<file path="config.mk">
export PLATFORM = sky130hd
export DESIGN_NAME = hamming_secded_reg
export DESIGN_NICKNAME = d
export VERILOG_FILES = /design/src/rtl/hamming_secded_reg.sv
export SDC_FILE = /design/constraint.sdc
export NUM_CORES = 1
export LEC_CHECK = 0
export CAP_MARGIN = 20
export CORE_ASPECT_RATIO = 0.6
export CORE_MARGIN = 4
export CORE_UTILIZATION = 45
export DETAILED_ROUTE_END_ITERATION = 7
export HOLD_SLACK_MARGIN = 0.08
export PLACE_DENSITY_LB_ADDON = 0.25
export SKIP_LAST_GASP = 1
export SLEW_MARGIN = 30
export SYNTH_ARGS = -nofsm -noshare
export SYNTH_HDL_FRONTEND = slang
export SYNTH_SLANG_ARGS = --single-unit
</file>
<file path="constraint.sdc">
create_clock -name clk -period 4.6 [get_ports clk]
set_input_delay 0.92 -clock clk [delete_from_list [all_inputs] [get_ports clk]]
set_output_delay 0.92 -clock clk [all_outputs]
set_load 0.01 [all_outputs]
</file>
<file path="src/rtl/hamming_secded_reg.sv">
// SECDED-protected shift/load register: each data nibble carries p1,p2,p3,p0 check bits.
// Outputs are corrected with zero latency, single errors are scrubbed back, and error statistics are kept.
module hamming_secded_reg #(
  parameter int WIDTH = 8,
  parameter int CNT_W = 8
) (
  input  logic                     clk,
  input  logic                     rst,
  input  logic                     enable,
  input  logic                     load,
  input  logic                     serial_in,
  input  logic [1:0]               mode,
  input  logic [WIDTH-1:0]         parallel_in,
  input  logic                     inject_en,
  input  logic [WIDTH-1:0]         inject_data,
  input  logic [4*(WIDTH/4)-1:0]   inject_chk,
  input  logic                     clr_status,
  output logic                     serial_out,
  output logic [WIDTH-1:0]         parallel_out,
  output logic                     ce_pulse,
  output logic                     ue_flag,
  output logic [CNT_W-1:0]         ce_count,
  output logic [CNT_W-1:0]         ue_count
);
  localparam int BLOCKS = WIDTH / 4;

  logic [WIDTH-1:0]      data_q;
  logic [4*BLOCKS-1:0]   chk_q;
  logic [WIDTH-1:0]      view;
  logic [4*BLOCKS-1:0]   chk_fix;
  logic [WIDTH-1:0]      next_data;
  logic [4*BLOCKS-1:0]   next_chk;
  logic [BLOCKS-1:0]     ce_blk;
  logic [BLOCKS-1:0]     ue_blk;
  logic                  ce_now;
  logic                  ue_now;
  logic                  ue_prev;

  // Check nibble layout is {p0, p3, p2, p1}.
  function automatic logic [3:0] encode(input logic [3:0] n);
    logic p1, p2, p3;
    p1 = n[0] ^ n[2] ^ n[3];
    p2 = n[0] ^ n[1] ^ n[3];
    p3 = n[0] ^ n[1] ^ n[2];
    return {(^n) ^ p1 ^ p2 ^ p3, p3, p2, p1};
  endfunction

  always_comb begin
    logic [3:0] nib;
    logic [3:0] cb;
    logic [2:0] s;
    logic       q;
    view    = data_q;
    chk_fix = chk_q;
    ce_blk  = '0;
    ue_blk  = '0;
    for (int i = 0; i < BLOCKS; i++) begin
      nib = data_q[4*i +: 4];
      cb  = chk_q[4*i +: 4];
      s   = {cb[2] ^ nib[2] ^ nib[1] ^ nib[0],
             cb[1] ^ nib[3] ^ nib[1] ^ nib[0],
             cb[0] ^ nib[3] ^ nib[2] ^ nib[0]};
      q   = ^{nib, cb};
      if (q) begin
        ce_blk[i] = 1'b1;
        case (s)
          3'b101: nib[2] = ~nib[2];
          3'b111: nib[0] = ~nib[0];
          3'b011: nib[3] = ~nib[3];
          3'b110: nib[1] = ~nib[1];
          3'b001: cb[0]  = ~cb[0];
          3'b010: cb[1]  = ~cb[1];
          3'b100: cb[2]  = ~cb[2];
          3'b000: cb[3]  = ~cb[3];
        endcase
      end else if (s != 3'b000) begin
        // Double error: leave the raw bits untouched rather than miscorrect.
        ue_blk[i] = 1'b1;
      end
      view[4*i +: 4]    = nib;
      chk_fix[4*i +: 4] = cb;
    end
  end

  assign ce_now       = |ce_blk;
  assign ue_now       = |ue_blk;
  assign parallel_out = view;
  assign serial_out   = (mode == 2'b00 || mode == 2'b10) ? view[0] : view[WIDTH-1];

  always_comb begin
    case (mode)
      2'b00:   next_data = {serial_in, view[WIDTH-1:1]};
      2'b01:   next_data = {view[WIDTH-2:0], serial_in};
      2'b10:   next_data = load ? parallel_in : {1'b0, view[WIDTH-1:1]};
      default: next_data = load ? parallel_in : view;
    endcase
    next_chk = '0;
    for (int i = 0; i < BLOCKS; i++)
      next_chk[4*i +: 4] = encode(next_data[4*i +: 4]);
  end

  always_ff @(posedge clk or negedge rst) begin
    if (!rst) begin
      data_q   <= '0;
      chk_q    <= '0;
      ce_pulse <= 1'b0;
      ue_flag  <= 1'b0;
      ue_prev  <= 1'b0;
      ce_count <= '0;
      ue_count <= '0;
    end else begin
      if (enable) begin
        data_q <= next_data;
        chk_q  <= next_chk;
      end else if (inject_en) begin
        data_q <= data_q ^ inject_data;
        chk_q  <= chk_q ^ inject_chk;
      end else if (ce_now) begin
        data_q <= view;
        chk_q  <= chk_fix;
      end

      ce_pulse <= ce_now;
      ue_prev  <= ue_now;

      if (clr_status) begin
        ce_count <= '0;
        ue_count <= '0;
        ue_flag  <= 1'b0;
      end else begin
        if (ce_now && ce_count != {CNT_W{1'b1}})
          ce_count <= ce_count + CNT_W'(1);
        if (ue_now && !ue_prev && ue_count != {CNT_W{1'b1}})
          ue_count <= ue_count + CNT_W'(1);
        if (ue_now)
          ue_flag <= 1'b1;
      end
    end
  end
endmodule

</file>
After elaboration in Yosys (flattened, before gate mapping)
Index checks and enable logic that the tools add are counted.
Word-level totals
  memory bits (read-only): 0
  register bits after elaboration: 35
  RAM bits: 0
  input bits: 33
  memories: 0
  output and inout bits: 27
  logic and storage cells: 166
  bits in latches: 0
Cells by class
  reductions and logical operators: 38
  add/subtract/negate cells: 2
  equal/unequal tests: 18
  divide/modulo/power cells: 0
  bitwise gates (word level): 52
  order comparisons: 0
  shift-type cells: 0
  multiply operators: 0
  multiplexer cells: 42
Operators with widths (number)
  2-to-1 mux 8 bit: 12
  nonzero test 3 bit: 13
  XOR 1 bit: 34
  2-to-1 mux 1 bit: 25
  equality test 3 bit (second input constant): 8
  one-hot mux 8 bit (3 select lines): 1
  AND reduction 3 bit: 8
  adder 8 x 1 -> 8 bit (second input constant): 2
  2-to-1 mux 4 bit: 4
  inequality test 8 bit (second input constant): 2
  inverter 1 bit: 16
  XOR reduction 8 bit: 2
  XOR 8 bit: 2
  equality test 3 x 2 -> 1 bit (second input constant): 4
  XOR reduction 4 bit: 2
  equality test 3 x 1 -> 1 bit (second input constant): 2
  zero test 3 bit: 2
  nonzero test 2 bit: 3
  OR reduction 2 bit: 2
  logical AND 1 bit: 3
  equality test 2 x 1 -> 1 bit (second input constant): 1
  equality test 2 bit (second input constant): 1
  zero test 2 bit: 1
  zero test 1 bit: 1
  logical OR 1 bit: 1

Logic depth before layout (Yosys ltp)
Gate-level depths: netlist of run 1.
  depth in word-level cells: 14
  depth in mapped cells: 11
  depth with buffers taken out: 10

Least setup slack after synthesis of run 1
Ideal clock, no wire load.
  path kind: flip-flop to output port
  from: register chk_q[4]
  to: output serial_out
  required time: 3680 ps
  arrival time: 1800 ps
  slack: 1880 ps
  stages on the path, launching flop included: 7
  cell sequence: dfrtp_1 buf_6 xor2_2 xnor2_1 a211oi_2 xnor2_1 mux2_2
Between the ends
  longest elaborated chain between the ends: 7
Ends and longest elaborated chain
  from (decl): line 28  | logic [4*BLOCKS-1:0] chk_q;
  from (signal assigned): line 114  | chk_q <= next_chk;
  from (signal assigned): line 117  | chk_q <= chk_q ^ inject_chk;
  from (signal assigned): line 120  | chk_q <= chk_fix;
  XOR 1 bit (3 in series): line 62  | cb[0] ^ nib[3] ^ nib[2] ^ nib[0]};
  equality test 3 x 2 -> 1 bit: line 66  | case (s)
  2-to-1 mux 1 bit: line 66
  2-to-1 mux 4 bit *: line 64  | if (q) begin
  named net parallel_out[7]: line 19  | output logic [WIDTH-1:0] parallel_out,
  2-to-1 mux 1 bit *: line 88  | assign serial_out = (mode == 2'b00 || mode == 2'b10) ? view[0] : view[WIDTH-1];
  to (decl): line 18  | output logic serial_out,
Mark *: on every way through the listed nets, which the timed path passes. The rest lies on a longest branch.

Final worst setup path of run 1
  from: register chk_q[4]
  to: output serial_out
Between the ends
  longest elaborated chain between the ends: 7
Ends and longest elaborated chain (line)
  XOR 1 bit (3 in series): 62
  equality test 3 x 2 -> 1 bit: 66
  2-to-1 mux 1 bit: 66
  2-to-1 mux 4 bit *: 64
  2-to-1 mux 1 bit *: 88
Every way passes the cells marked *; elsewhere a longest branch is shown, timed or not.

==> impl_results.md, run 1 <==
- Storage element area: 875.8 µm²
- DR WL/cell: 15.81 µm
- Global-route wire length before repair: 12.35 mm
- Post-Route Setup TNS: 0 ps
- Post-CTS Resized: 0
- Area occupied by multi-input gates: 1986 µm²
- Core area: 6331 µm²
- Full die area: 8166 µm²
- Clock sink total: 35
- Area contributors post-synth: dfrtp_1 29%, xor2_1 9.8%, xnor2_1 8.7%
- Share of cells above drive strength 1: 9.415%
- Die width: 114.0 µm
- Count of cell types in the netlist: 57
- Area leader, netlist: dfrtp_1
- DPL Wire Length: 5.770 mm
- DR pass1 iterations: 5
- Status: finished, final reports clean
- Synth async-reset ratio: 100.0%
- Period minus WS final: 3901 ps
- Fin nets: 427
- Mapped Nets: 382
- Startpoint Class: register
- Clock Path Buffers: 2
- CTS clock-pin slew for the worst setup and hold paths: 60 ps
- CTS Hold Bufs: 0
- Final hold violation count: 0
- #FFs+latches synth: 35
- Largest net degree at the start of global routing: 36
- Worst EP required: 3680 ps
- Fill count: 577
- Mapped Area: 3035 µm²
- Die Ht: 71.62 µm
- Synth warnings: 0
- Fin. max-slew vios: 0
- Post-synth EDFFs: 0
- Slew @ Worst Pin: 705.3 ps
- Ports: 60
- PortBufs: 59
- DR DRC count: 0
- Vias/cell: 5.646
- Number of global-route vias before repair: 2554
- Primary FF master, synth: dfrtp_1
- Max Clock Freq: 0.2563 GHz
- Worst-skew pair later-pin latency: 280 ps
- CTS H-tree depth: 2
- # setup viols final: 0
- Initial antenna violation count: 0
- Root Driver: clkbuf_16
- GRT overflow: 0
- Via Count: 2693
- CP arrival: 2980 ps
- Initial Util: 47.94%
- Syn Area/Cell: 8.748 µm²
- CTS tree: yes
- # Max-Cap Violations: 0
- Post-CTS setup buffer count: 0
- # rows: 22
- P&R area growth vs syn: 23.12%
- RSZ-0062 raised after global routing: no
- Top-area cell type share of the netlist area: 28.85%
- Antenna-violating nets left: 0
- CP endpoint kind: output pin
- Most frequent cells in the layout: 57 x clkdlybuf4s50_1, 35 x dfrtp_1, 34 x xor2_1, 31 x nor2_1, 30 x xnor2_1
- Commonest non-fill, non-tap cell in the layout: clkdlybuf4s50_1
- Worst hold path type: register to register
- Overall routing resource usage: 18.72%
- Diode count: 0
- CP max FO: 9
- Cell count after synthesis: 347
- Crit path kind: register to output pin
- Slew margin rel.: 52.24%
- Register area share after synthesis: 28.85%
- TritonCTS Buffers: 5
- Clk_skew: 3.142 ps
- Routed wire length: 7.541 mm
- Initial DRC Count: 197
- Routability Congestion: 0.8660
- Ratio of final minimum period to clock period: 84.81%
## worst paths after layout
kind / to / from / slack (ps) / cells after the start
setup / recovery: serial_out / chk_q[4] / 700 / 6
hold / removal: ue_flag / ue_flag / 510 / 2
setup reg to reg: chk_q[5] / chk_q[4] / 1560 / 9
hold reg to reg: ue_flag / ue_flag / 510 / 2
max in group asynchronous: data_q[7] / rst / 3240 / 2
min in group asynchronous: ce_count[1] / rst / 1050 / 2
## layout make-up
class,count,share of cell area (%)
multi-input combinational,280,53.13
sequential,35,23.43
timing repair buffer,60,15.73
clock buffer,5,3.348
tap,84,2.812
inverter,10,1.004
clock inverter,3,0.5357
## stage by stage
stage	worst slack [ps]	area, µm²	cells	utilization (%)	hold WS [ps]
3_3_place_gp	1132	3602	469	56.90	504.6
2_1_floorplan	1880	3035	347	-	541.0
6_report	698.6	3737	477	59.03	512.1
5_1_grt	561.7	3737	477	59.03	542.0
3_5_place_dp	1022	3597	469	56.82	512.7
4_1_cts	709.2	3742	477	59.11	520.5
## cells by family (layout without fill, tap and decap cells)
kind of cell,Yosys count,count (layout),synth area share (%)
flops,35,35,28.85
buf+inv,32,78,5.730
fa+ha+maj,2,2,0.8243
simple gates,114,114,18.26
mux,14,14,4.658
xor+xnor,74,74,24.57
compound gates,76,76,17.11
## worst max-delay path, cell delays in order, from the launching register on
cell             delay (ps)
dfrtp_1                 520
xor2_2                  260
xnor2_1                 440
a211oi_2                110
xnor2_1                 560
mux2_2                  270
clkdlybuf4s50_1         530
## per-layer routing
layer / wire length [µm] / up-vias / track usage [%] / share of wire [%]
met4: 80 / 0 / 4.611 / 1.1
met2: 3092 / 99 / 26.20 / 41
li1: - / 1314 / - / -
met1: 3754 / 1270 / 28.30 / 50
met5: 0 / - / 0 / 0
met3: 614 / 10 / 5.063 / 8.1
## flip-flops by register name, summed over array words and instances (netlist names)
name,count
ue_flag,1
ce_pulse,1
ce_count,8
ue_count,8
ue_prev,1
chk_q,8
data_q,8
## cell usage after synthesis, types with 2 or more instances
library cell	instances
dfrtp_1	35
xor2_1	34
nor2_1	31
xnor2_1	30
nand2_1	24
a21oi_1	23
nand3_1	15
nor3_1	15
mux2i_1	13
o21ai_0	13
inv_1	10
nand4_1	8
a211oi_1	7
clkbuf_1	7
xnor2_2	7
buf_2	6
o22ai_1	5
or3_1	5
a31oi_1	4
a22oi_1	3
buf_4	3
nand2b_1	3
a311oi_1	2
and3_2	2
buf_1	2
buf_6	2
clkbuf_8	2
ha_1	2
nand3b_1	2
nor2b_1	2
o221a_2	2
or2_2	2
xnor2_4	2
Power of run 1 is left out: the tool's default activity adds up to more than one toggle a clock period on the data nets, which glitch-free logic cannot reach.
==> run 2: changes to the inputs <==
==> constraint.sdc (replaced) <==
create_clock -name clk -period 3.45 [get_ports clk]
set_input_delay 0.69 -clock clk [delete_from_list [all_inputs] [get_ports clk]]
set_output_delay 0.69 -clock clk [all_outputs]
set_load 0.01 [all_outputs]
==> impl_results.md, run 2 (synthesized netlist as in run 1, its figures left out) <==
- Status: finished, final reports clean
- Ratio of final minimum period to clock period: 97.93%
- DR DRC count: 0 (unchanged)
- DR pass1 iterations: 5 (unchanged)
- Routability Congestion: 0.8672 (+0.14%)
- Clock sink total: 35 (unchanged)
- Startpoint Class: register
- Dpl cells: 474 (+1.1%)
- Worst EP required: 2760 ps (-920 ps)
- Area occupied by multi-input gates: 2049 µm² (+3.2%)
- Initial antenna violation count: 0 (unchanged)
- Antenna-violating nets left: 0 (unchanged)
- Full die area: 8166 µm² (unchanged)
- Largest net degree at the start of global routing: 36 (unchanged)
- Final instance area: 3842 µm² (+2.8%)
- DR WL/cell: 15.68 µm (-0.79%)
- Commonest non-fill, non-tap cell in the layout: clkdlybuf4s50_1
- CTS clock-pin slew for the worst setup and hold paths: 60 ps (about the same)
- Root Driver: clkbuf_16
- R2r setup slk: 550 ps (-1010 ps)
- CP endpoint kind: output pin
- Crit path kind: register to output pin
- CP max FO: 5 (-4)
- Most frequent cells in the layout: 58 x clkdlybuf4s50_1, 34 x xor2_1, 33 x dfrtp_1, 31 x nor2_1, 26 x xnor2_1
- CTS tree: yes
- CTS H-tree depth: 2 (unchanged)
- Core area: 6331 µm² (unchanged)
- Ports: 60 (unchanged)
- P&R area growth vs syn: 26.59%
- Worst hold path type: register to register
- TritonCTS Buffers: 5 (unchanged)
- Worst-skew pair later-pin latency: 280 ps (about the same)
- Hold Slack: 511.1 ps (-0.9800 ps)
- Max Clock Freq: 0.2960 GHz
- Via Count: 2702 (+0.33%)
- Initial DRC Count: 186 (-5.6%)
- # rows: 22 (unchanged)
- Diode count: 0 (unchanged)
- Fin nets: 432 (+1.2%)
- GRT overflow: 0 (unchanged)
- Die width: 114.0 µm (unchanged)
- Fin. max-slew vios: 0 (unchanged)
- # setup viols final: 0 (unchanged)
- # Max-Cap Violations: 0 (unchanged)
- Storage element area: 878.3 µm² (+0.29%)
- Slew @ Worst Pin: 620.2 ps (-85.06 ps)
- Share of cells above drive strength 1: 11.56% (+2.1 points)
- Clk_skew: 3.955 ps (+0.8132 ps)
- Overall routing resource usage: 18.52% (-0.20 points)
- Vias/cell: 5.606 (-0.71%)
- Routed wire length: 7.560 mm (+0.25%)
- Number of global-route vias before repair: 2450 (-4.1%)
- Initial Util: 47.94% (unchanged)
- Fill count: 544 (-5.7%)
- Final hold violation count: 0 (unchanged)
- Global-route wire length before repair: 12.19 mm (-1.3%)
- CP arrival: 2690 ps (-290 ps)
- Non-Filler Instances: 482 (+1.0%)
- Placed inst area: 3640 µm² (+1.2%)
- Period minus WS final: 3379 ps
- Die Ht: 71.62 µm (unchanged)
- PortBufs: 59 (unchanged)
- Clock Path Buffers: 2 (unchanged)
- DPL Wire Length: 5.891 mm (+2.1%)
- Slew margin rel.: 58.52% (+6.3 points)
-- run 2: worst max-delay path: stages, from the launching register on --
cell and delay, ps:
dfrtp_1 590, xor2_1 390, nand3_1 160, a211oi_1 400, xnor2_2 200, inv_1 120
clkdlybuf4s50_1 540
-- run 2: layout make-up --
| type | instances | area share [%] |
|---|---|---|
| sequential | 35 | 22.86 |
| timing repair buffer | 65 | 16.41 |
| multi-input combinational | 280 | 53.34 |
| tap | 84 | 2.735 |
| clock buffer | 6 | 3.354 |
| clock inverter | 2 | 0.3256 |
| inverter | 10 | 0.9769 |
-- run 2: per-layer routing --
| metal | part of all wire, % | wire (µm) | track usage, % |
|---|---|---|---|
| met2 | 41 | 3134 | 25.55 |
| met1 | 52 | 3914 | 28.96 |
| met3 | 5.7 | 429 | 4.051 |
| met5 | 0 | 0 | 0 |
| met4 | 1.1 | 82 | 4.480 |
-- run 2: worst paths after layout --
kind                       startpoint         endpoint  depth (start not counted)
min                           ue_flag          ue_flag                          2
max reg2reg                 data_q[2]         chk_q[2]                          9
min in group asynchronous         rst      ce_count[1]                          2
max in group asynchronous         rst        data_q[5]                          2
max                         data_q[2]  parallel_out[3]                          6
min reg2reg                   ue_flag          ue_flag                          2
-- run 2: what timing repair did --
action | CTS | global route
pin swaps | 0 | 0
gates resized for setup | 1 | 8
gates cloned | 0 | 0
buffers inserted | 0 | 0
hold buffers | 0 | 0
endpoints found under the setup margin | 1 | 3
-- run 2: stage by stage --
stage | util [%] | setup WS (ps) | TNS, ps
final | 60.69 | 71.46 | 0
after global routing | 60.69 | -77.97 | -111.3
after CTS | 59.84 | 46.73 | 0
after detailed placement | 57.49 | 296.9 | 0
after global placement | 57.49 | 298.8 | 0
after floorplan | - | 904.6 | 0
Power of run 2 is left out for the same reason.
